[config.mk]
export PLATFORM = sky130hd
export DESIGN_NAME = pl_ddr_rd_burst
export DESIGN_NICKNAME = d
export VERILOG_FILES = /design/src/rtl/pl_ddr_rd_burst.sv
export SDC_FILE = /design/constraint.sdc
export NUM_CORES = 1
export LEC_CHECK = 0
export ABC_AREA = 0
export CAP_MARGIN = 15
export CORE_UTILIZATION = 39
export CTS_CLUSTER_DIAMETER = 40
export DETAILED_ROUTE_END_ITERATION = 8
export DONT_BUFFER_PORTS = 1
export SKIP_CTS_REPAIR_TIMING = 1
export SYNTH_ARGS = -nofsm -noshare
export SYNTH_HDL_FRONTEND = slang
export SYNTH_SLANG_ARGS = --single-unit
[constraint.sdc]
create_clock -name pl_clk -period 9.2 [get_ports pl_clk]
set_input_delay 1.84 -clock pl_clk [delete_from_list [all_inputs] [get_ports pl_clk]]
set_output_delay 1.84 -clock pl_clk [all_outputs]
set_load 0.02 [all_outputs]
[src/rtl/pl_ddr_rd_burst.sv]
// pl_ddr_rd_burst
//   DDR read engine. A single start pulse with a byte address and byte length
//   is split into AXI4 INCR read bursts of at most BURST_BEATS beats (4 bytes
//   each) that never cross a 4 KB boundary. Only one burst is outstanding at a
//   time. Returned beats are re-registered onto a simple valid/data stream for
//   the consumer FIFO, and a one-cycle finish pulse reports completion.
//
// Optional feature macro: PL_DDR_RD_ERR_CHK_EN
//   When defined, pl_ddr_rd_err is a sticky flag set by a non-OKAY rresp or by
//   an rlast that disagrees with the engine's own beat count. It is cleared by
//   the next accepted start. When undefined the flag is tied to 0.
//
// Ports
//   pl_clk, rst_n                 clock, synchronous active-low reset
//   pl_ddr_rd_start/addr/length   request (addr and length 4-byte aligned)
//   pl_ddr_rd_finish              one-cycle completion pulse
//   pl_ddr_rd_busy                transfer in progress
//   pl_fifo_afull                 consumer almost-full, throttles m_rready
//   m_ar*                         AXI read address channel (size 4, INCR)
//   m_r*                          AXI read data channel
//   pl_ddr_rd_en/data             registered output beat stream
//   pl_ddr_rd_err                 sticky error flag
module pl_ddr_rd_burst #(
  parameter int DATA_W      = 32,
  parameter int BURST_BEATS = 16
) (
  input  logic              pl_clk,
  input  logic              rst_n,
  input  logic              pl_ddr_rd_start,
  input  logic [31:0]       pl_ddr_rd_addr,
  input  logic [31:0]       pl_ddr_rd_length,
  output logic              pl_ddr_rd_finish,
  output logic              pl_ddr_rd_busy,
  input  logic              pl_fifo_afull,
  output logic [31:0]       m_araddr,
  output logic [7:0]        m_arlen,
  output logic              m_arvalid,
  input  logic              m_arready,
  input  logic [DATA_W-1:0] m_rdata,
  input  logic [1:0]        m_rresp,
  input  logic              m_rlast,
  input  logic              m_rvalid,
  output logic              m_rready,
  output logic              pl_ddr_rd_en,
  output logic [DATA_W-1:0] pl_ddr_rd_data,
  output logic              pl_ddr_rd_err
);

  typedef enum logic [1:0] {
    IDLE = 2'd0,
    ADDR = 2'd1,
    DATA = 2'd2,
    DONE = 2'd3
  } state_t;

  state_t              state_q, state_d;
  logic [31:0]         cur_addr_q, cur_addr_d;
  logic [31:0]         rem_beats_q, rem_beats_d;
  logic [8:0]          beat_cnt_q, beat_cnt_d;
  logic [7:0]          arlen_q, arlen_d;
  logic                zlen_q, zlen_d;
  logic                fin_q, fin_d;
  logic                en_q, en_d;
  logic [DATA_W-1:0]   data_q, data_d;

  logic                rd_acc;
  logic [31:0]         rem_next;
  logic [31:0]         addr_next;
  logic [29:0]         start_beats;
  logic                unused_bits;

  // Beats of the next burst minus one: limited by the configured maximum, the
  // beats left in the transfer and the distance to the next 4 KB boundary.
  // Only called with rem != 0, so the result is at least one beat.
  function automatic logic [7:0] burst_len(input logic [31:0] addr,
                                           input logic [31:0] rem);
    logic [31:0] beats;
    logic [31:0] to_4k;
    to_4k = (32'd4096 - {20'd0, addr[11:0]}) >> 2;
    beats = 32'(BURST_BEATS);
    if (rem < beats)   beats = rem;
    if (to_4k < beats) beats = to_4k;
    return 8'(beats - 32'd1);
  endfunction

  assign start_beats = pl_ddr_rd_length[31:2];
  assign unused_bits = ^pl_ddr_rd_length[1:0];

  assign rd_acc    = m_rvalid && m_rready;
  assign rem_next  = rem_beats_q - 32'd1;
  assign addr_next = cur_addr_q + 32'd4;

  // rready depends only on the state register and afull so that a stall
  // takes effect in the very cycle afull rises.
  assign m_rready         = (state_q == DATA) && !pl_fifo_afull;
  assign m_arvalid        = (state_q == ADDR);
  assign m_araddr         = cur_addr_q;
  assign m_arlen          = arlen_q;
  assign pl_ddr_rd_busy   = (state_q != IDLE);
  assign pl_ddr_rd_finish = fin_q;
  assign pl_ddr_rd_en     = en_q;
  assign pl_ddr_rd_data   = data_q;

`ifdef PL_DDR_RD_ERR_CHK_EN
  logic err_q, err_d;

  always_comb begin
    err_d = err_q;
    if (state_q == IDLE && pl_ddr_rd_start) begin
      err_d = 1'b0;
    end else if (state_q == DATA && rd_acc) begin
      // Burst end is owned by beat_cnt; rlast only has to agree with it.
      if (m_rresp != 2'b00 || m_rlast != (beat_cnt_q == 9'd1)) begin
        err_d = 1'b1;
      end
    end
  end

  always_ff @(posedge pl_clk) begin
    if (!rst_n) err_q <= 1'b0;
    else        err_q <= err_d;
  end

  assign pl_ddr_rd_err = err_q;
`else
  logic unused_resp;
  assign unused_resp   = ^{m_rresp, m_rlast};
  assign pl_ddr_rd_err = 1'b0;
`endif

  always_comb begin
    state_d     = state_q;
    cur_addr_d  = cur_addr_q;
    rem_beats_d = rem_beats_q;
    beat_cnt_d  = beat_cnt_q;
    arlen_d     = arlen_q;
    zlen_d      = zlen_q;
    fin_d       = 1'b0;
    en_d        = 1'b0;
    data_d      = data_q;

    case (state_q)
      IDLE: begin
        if (pl_ddr_rd_start) begin
          cur_addr_d  = pl_ddr_rd_addr;
          rem_beats_d = {2'b00, start_beats};
          if (start_beats == 30'd0) begin
            // Zero length still takes a DONE cycle; finish follows one later.
            state_d = DONE;
            zlen_d  = 1'b1;
          end else begin
            state_d = ADDR;
            zlen_d  = 1'b0;
            arlen_d = burst_len(pl_ddr_rd_addr, {2'b00, start_beats});
          end
        end
      end

      ADDR: begin
        if (m_arready) begin
          beat_cnt_d = {1'b0, arlen_q} + 9'd1;
          state_d    = DATA;
        end
      end

      DATA: begin
        if (rd_acc) begin
          beat_cnt_d  = beat_cnt_q - 9'd1;
          rem_beats_d = rem_next;
          cur_addr_d  = addr_next;
          en_d        = 1'b1;
          data_d      = m_rdata;
          if (beat_cnt_q == 9'd1) begin
            if (rem_next != 32'd0) begin
              state_d = ADDR;
              arlen_d = burst_len(addr_next, rem_next);
            end else begin
              state_d = DONE;
              fin_d   = 1'b1;
            end
          end
        end
      end

      DONE: begin
        state_d = IDLE;
        fin_d   = zlen_q;
        zlen_d  = 1'b0;
      end

      default: state_d = IDLE;
    endcase
  end

  always_ff @(posedge pl_clk) begin
    if (!rst_n) begin
      state_q     <= IDLE;
      cur_addr_q  <= '0;
      rem_beats_q <= '0;
      beat_cnt_q  <= '0;
      arlen_q     <= '0;
      zlen_q      <= 1'b0;
      fin_q       <= 1'b0;
      en_q        <= 1'b0;
      data_q      <= '0;
    end else begin
      state_q     <= state_d;
      cur_addr_q  <= cur_addr_d;
      rem_beats_q <= rem_beats_d;
      beat_cnt_q  <= beat_cnt_d;
      arlen_q     <= arlen_d;
      zlen_q      <= zlen_d;
      fin_q       <= fin_d;
      en_q        <= en_d;
      data_q      <= data_d;
    end
  end

endmodule

# Word-level counts from Yosys, hierarchy flattened
# Index checks and enable logic that the tools add are counted.
[word_totals] output_inout_bits=78 latch_bits=0 regBits=118 mem_bits_ro=0 input_bits=105 ram_bits=0 n_memories=0
[classes] n_lt_le_gt_ge=4 mux=48 mul=0 shift=0 bitwise_logic=0 eq_ne=10 n_div=0 reduce_logical=17 add_sub_neg=8
[ops] cell="$mux W32" count=12
[ops] cell="$pmux W32 S2" count=2
[ops] cell="$mux W8" count=14
[ops] cell="$lt A30 B32 Y1" count=2
[ops] cell="$add A32 B3 Y32 const B" count=1
[ops] cell="$lt A32 B5 Y1 const B" count=1
[ops] cell="$reduce_bool A32 Y1" count=1
[ops] cell="$sub A32 B1 Y32 const B" count=1
[ops] cell="$logic_not A30 Y1" count=1
[ops] cell="$lt A30 B5 Y1 const B" count=1
[ops] cell="$mux W30" count=1
[ops] cell="$sub A13 B12 Y14 const A" count=2
[ops] cell="$mux W9" count=2
[ops] cell="$pmux W9 S2" count=1
[ops] cell="$pmux W8 S2" count=1
[ops] cell="$sub A8 B1 Y8 const B" count=2
[ops] cell="$mux W2" count=6
[ops] cell="$add A8 B1 Y9 const B" count=1
[ops] cell="$eq A9 B1 Y1 const B" count=1
[ops] cell="$sub A9 B1 Y9 const B" count=1
[ops] cell="$pmux W2 S4" count=1
[ops] cell="$reduce_bool A2 Y1" count=4
[ops] cell="$mux W1" count=6
[ops] cell="$ne A2 B1 Y1 const B" count=3
[ops] cell="11 further kinds" count=19

# Longest topological paths before layout
[depth] word_depth=18 depth_mapped=24 ltp_nobuf=23

# Least setup slack after synthesis
# Ideal clock, no wire load.
[synth_path] kind="input port to flip-flop" startpoint="input port pl_ddr_rd_addr[2]" endpoint="register arlen_q[4] (netlist: m_arlen[4])" path_buffers=1 slack_ns=3.008 setup_time_ns=0.091 cell_stages=18 t_required_ns=9.109 t_arrival_ns=6.101 path_cell_list="or3_1 > clkbuf_1 > nor4_1 > or3b_2 > nor3_1 > nor2_1 > ha_1 > a211o_1 > o211ai_1 > a21oi_1 > nor3_2 > o32ai_1 > a21oi_1 > and2_1 > ha_1 > nand3_1 > or3_1 > a311oi_1"
[synth_via] elab_chain_cells=10
[synth_rtl] item="start: declaration" line="30" source="input logic [31:0] pl_ddr_rd_addr,"
[synth_rtl] item="$sub A13 B12 Y14 *" line="79" source="to_4k = (32'd4096 - {20'd0, addr[11:0]}) >> 2;"
[synth_rtl] item="$lt A30 B32 Y1" line="82" source="if (to_4k < beats) beats = to_4k;"
[synth_rtl] item="$mux W8 *" line="82"
[synth_rtl] item="$mux W8 *" line="147" source="if (start_beats == 30'd0) begin"
[synth_rtl] item="$mux W8 *" line="144" source="if (pl_ddr_rd_start) begin"
[synth_rtl] item="$mux W8 *" line="142" source="case (state_q)"
[synth_rtl] item="$sub A8 B1 Y8 *" line="83" source="return 8'(beats - 32'd1);"
[synth_rtl] item="$mux W8 *" line="147"
[synth_rtl] item="$mux W8 *" line="144"
[synth_rtl] item="$pmux W8 S2 *" line="142"
[synth_rtl] item="end signal: assignment" line="211" source="arlen_q <= arlen_d;"
[synth_rtl] item="end: declaration" line="60" source="logic [7:0] arlen_q, arlen_d;"
# Mark *: on every way between the ends. The rest lies on a longest branch, timed or not. The select of a mux whose other input is x is not followed.
# A chain may end at the register's enable or synchronous reset.

# Final worst setup path
[layout_path] startpoint="register rem_beats_q[0]" endpoint="register arlen_q[4] (netlist: m_arlen[4])"
[layout_via] elab_chain_cells=18 word_cells_on_any_way=21 cone_classes="2 x add/sub; 2 x order compare; 1 x eq/ne; 14 x mux; 2 x reduce/logical"
[layout_rtl] item="start: declaration" line="58" source="logic [31:0] rem_beats_q, rem_beats_d;"
[layout_rtl] item="start signal: assignment" line="209" source="rem_beats_q <= rem_beats_d;"
[layout_rtl] item="$sub A32 B1 Y32 *" line="90" source="assign rem_next = rem_beats_q - 32'd1;"
[layout_rtl] item="$lt A32 B5 Y1" line="81" source="if (rem < beats) beats = rem;"
[layout_rtl] item="$mux W32" line="81"
[layout_rtl] item="$mux W32" line="174" source="if (rem_next != 32'd0) begin"
[layout_rtl] item="$mux W32" line="173" source="if (beat_cnt_q == 9'd1) begin"
[layout_rtl] item="$mux W32" line="167" source="if (rd_acc) begin"
[layout_rtl] item="$mux W32" line="142"
[layout_rtl] item="$lt A30 B32 Y1" line="82"
[layout_rtl] item="[... 2 more ...]"
[layout_rtl] item="$mux W8" line="173"
[layout_rtl] item="$mux W8" line="167"
[layout_rtl] item="$mux W8" line="142"
[layout_rtl] item="$sub A8 B1 Y8" line="83"
[layout_rtl] item="$mux W8" line="174"
[layout_rtl] item="$mux W8" line="173"
[layout_rtl] item="$mux W8" line="167"
[layout_rtl] item="$pmux W8 S2" line="142"
# Marks and branches as above.

==> PnR_summary.wiki <==
{| class="wikitable"
! Metric !! Value
|-
| I/O pin total || 183
|-
| Setup Total Neg Slack || 0 ns
|-
| CTS tree || built
|-
| Crit end category || flip-flop
|-
| Routability congestion estimate from global placement || 0.889
|-
| Maximum root-to-sink buffer count || 2
|-
| Number of buffer cells added on primary ports || 0
|-
| Number of core rows || 51
|-
| Startpoint type of the worst setup path || flip-flop
|-
| Share of final-layout standard cells stronger than drive strength 1 || 5.74%
|-
| Ant diodes || 0
|-
| Final-report max-slew violation count || 0
|-
| Number of search-and-repair iterations in the first detailed-routing pass || 5
|-
| Global-route congestion overflow total || 0
|-
| Maximum number of pins on one net before global-route repair || 79
|-
| Vertical die dimension || 145 um
|-
| Post-synthesis mux area share || 0.632%
|-
| Adder-cell share of the synthesized area || 4.27%
|-
| Remaining DRCs || 0
|-
| Global-route wire length before repair || 37300 um
|-
| HPWL after detailed placement || 16400 um
|-
| Worst-path fanout max || 9
|-
| Gr usage total || 22.7%
|-
| Mean instance size in the synthesized netlist || 7.14 um2
|-
| Mapped Area || 7920 um2
|-
| Final worst path period need || 6.43 ns
|-
| Fraction of the cycle the final worst path needs || 69.8%
|-
| Area of the die || 20900 um2
|-
| Area share of xor/xnor cells in the synthesized design || 4.96%
|-
| Vias in the first global route || 7059
|-
| Total power density per cell area || 190 nW/um2
|-
| Classification of the worst-slack hold path || flip-flop to flip-flop
|-
| Most common cell after layout, fill and taps aside || sky130_fd_sc_hd__nand2_1
|-
| Number of warnings reported in the yosys synthesis log || 0
|-
| Worst-skew pair later-pin latency || 0.41 ns
|-
| Total Nets Final || 1199
|-
| Flop and latch count out of synthesis || 118
|-
| Worst clock skew || 0.0106 ns
|-
| Max-cap viol count || 0
|-
| Final Setup Violations || 0
|-
| Die W || 145 um
|-
| Data arrival time of the worst path || 6.74 ns
|-
| Fraction of the mapped netlist area in simple logic gates || 30.2%
|-
| Relative slew slack || 34.6%
|-
| Routed len/inst || 17.6 um
|-
| Post-Route WL || 23700 um
|-
| Starting Density || 40.3%
|-
| Number of buffers created by CTS || 17
|-
| Unrepaired setup endpoints after global routing || false
|-
| DR vias || 7983
|-
| Classification of the worst setup path || flip-flop to flip-flop
|-
| Result of the run || complete, no violations
|-
| Number of sinks driven by the clock tree || 118
|-
| Violation count after the first detailed-routing iteration || 529
|-
| Number of synthesized flops with an enable pin || 0
|-
| Most frequent cells in the layout || sky130_fd_sc_hd__nand2_1, sky130_fd_sc_hd__nor2_1, sky130_fd_sc_hd__a21oi_1
|-
| Largest voltage drop on the vdd net || 130 uV
|-
| Antenna violation net count after detailed routing || 0
|-
| Seq/Total Area, Yosys || 29.8%
|-
| Core ar. || 19700 um2
|-
| Gate count after technology mapping || 1110
|-
| Leakage power summed over all cells || 0.00310 uW
|-
| Mean number of vias per cell || 5.94
|-
| Clock H-tree levels || 4
|-
| CTS root buffer || sky130_fd_sc_hd__clkbuf_16
|-
| Achievable frequency || 156 MHz
|-
| Final core utilization || 44.0%
|-
| Fill cell total of the finished layout || 2075
|-
| Slew at the pin closest to its max-slew limit || 0.972 ns
|-
| Number of antenna violations at the first check in global routing || 0
|-
| Area fraction in compound gates after synthesis || 25.2%
|-
| Dominant synthesized flop cell || sky130_fd_sc_hd__dfxtp_1
|-
| Count of endpoints failing hold in the final timing report || 0
|-
| Layout overhead on the synthesized area || 9.07%
|-
| Proportion of synthesized flip-flops having asynchronous set or reset || 0%
|-
| Largest family of logic cells by synthesized area || simple AND/OR/NAND/NOR gates
|-
| Clock input transition at the sequential cells of the worst setup and hold paths || 0.06 ns
|-
| Data required time of the worst path || 9.51 ns
|-
| Synth unique cells || 75
|}
==> logic make-up (layout without fill, tap and decap cells) <==
group           count (synthesis)  in the layout
simple gates                  494            494
compound gates                323            323
flops                         118            118
buf+inv                        97             56
xor+xnor                       44             44
fa+ha+maj                      27             27
mux                             5              5
other cells                     2             13
==> area by class of cell <==
| class | count | area (um2) | area share (%) |
|---|---|---|---|
| Sequential cell | 118 | 2360 | 27.3 |
| Clock buffer | 22 | 474 | 5.49 |
| Multi-Input combinational cell | 906 | 5250 | 60.8 |
| Inverter | 15 | 57.6 | 0.666 |
| Tap cell | 265 | 332 | 3.84 |
| Timing Repair Buffer | 9 | 67.6 | 0.782 |
| Clock inverter | 10 | 96.3 | 1.12 |
==> where the power goes <==
group / internal, uW / switching, uW / total [uW]
Combinational: 138 / 234 / 373
Clock: 394 / 249 / 644
Sequential: 547 / 81.6 / 629
Total: 1080 / 565 / 1650
==> critical path, cell delays in order (launching register included) <==
cell and delay, ns:
sky130_fd_sc_hd__dfxtp_1 0.40, sky130_fd_sc_hd__inv_1 0.09, sky130_fd_sc_hd__ha_1 0.27, sky130_fd_sc_hd__nor4b_1 0.67, sky130_fd_sc_hd__nand2_1 0.30, sky130_fd_sc_hd__nor3_1 0.45, sky130_fd_sc_hd__xnor2_1 0.21, sky130_fd_sc_hd__nand2_1 0.07
sky130_fd_sc_hd__nor4_1 0.21, sky130_fd_sc_hd__nor3b_1 0.69, sky130_fd_sc_hd__o21ai_0 0.24, sky130_fd_sc_hd__ha_1 0.36, sky130_fd_sc_hd__o211ai_1 0.09, sky130_fd_sc_hd__a211o_1 0.29, sky130_fd_sc_hd__a21oi_1 0.35, sky130_fd_sc_hd__nor2_1 0.18
sky130_fd_sc_hd__and3_1 0.20, sky130_fd_sc_hd__a21oi_1 0.16, sky130_fd_sc_hd__and2_1 0.16, sky130_fd_sc_hd__ha_1 0.15, sky130_fd_sc_hd__nand3_1 0.16, sky130_fd_sc_hd__or3_1 0.38, sky130_fd_sc_hd__a311oi_1 0.25
==> path summary, 6_finish.rpt <==
check                              startpoint                         end  slack (ns)  cells past startpoint
setup / recovery  rem_beats_q[0]$_SDFFE_PN0P_     m_arlen[4]$_SDFFE_PN0P_        2.77                     22
hold / removal     beat_cnt_q[3]$_SDFFE_PN0P_  beat_cnt_q[3]$_SDFFE_PN0P_        0.48                      2
setup reg to reg  rem_beats_q[0]$_SDFFE_PN0P_     m_arlen[4]$_SDFFE_PN0P_        2.77                     22
hold reg to reg    beat_cnt_q[3]$_SDFFE_PN0P_  beat_cnt_q[3]$_SDFFE_PN0P_        0.48                      2
==> through the flow <==
| stage | setup WS [ns] | std cells | hold WS (ns) | cell area [um2] | power (uW) |
|---|---|---|---|---|---|
| global placement | 2.54 | 1313 | 0.463 | 8070 | 1000 |
| floorplan | 3.01 | 1121 | 0.445 | 7960 | 920 |
| CTS | 2.87 | 1345 | 0.479 | 8640 | 1660 |
| finish | 2.77 | 1345 | 0.478 | 8640 | 1650 |
| global route | 2.17 | 1345 | 0.501 | 8640 | 1740 |
| detailed placement | 2.50 | 1313 | 0.470 | 8070 | 1010 |
==> state kept, by name, indices dropped and copies added, names as in the netlist <==
signal / cells
beat_cnt_q: 9
m_araddr: 32
m_arlen: 8
pl_ddr_rd_data: 32
pl_ddr_rd_en: 1
pl_ddr_rd_finish: 1
rem_beats_q: 32
state_q: 2
zlen_q: 1
==> metal layers <==
metal  wire [um]  track usage [%]  part of all wire, %
met4         248             5.82                  1.0
met3        1510             4.64                  6.4
met5           0                0                    0
met1       10900             31.2                   46
met2       11000             35.8                   46
==> synth_stat cells (all sizes together), types with 5 or more instances <==
cell    instances  area, um2
nor2          143        544
clkbuf         68        255
inv            15       56.3
nor4b           5       58.8
nand2         155        582
ha             27        338
a31oi          12       75.1
buf            14       72.6
dfxtp         118       2360
xor2           16        148
a21oi         125        626
and3           14       87.6
or4             8       63.8
o21ai          75        375
o211ai          8       60.1
a22oi          17        128
xnor2          28        245
nor3           32        170
a32o            5       50.1
a211oi         15        118
nand2b         12       75.1
o22ai           7       43.8
and2           16        103
or3             6       37.5
mux2i           5       50.1
and4            8       70.1
nand3          30        150
nand4          14       87.6
a21o            6       45.0
o31ai           8       65.1
nor4           33        219
a311oi          5       43.8
Note: power is estimated with default switching activity, not from simulation.
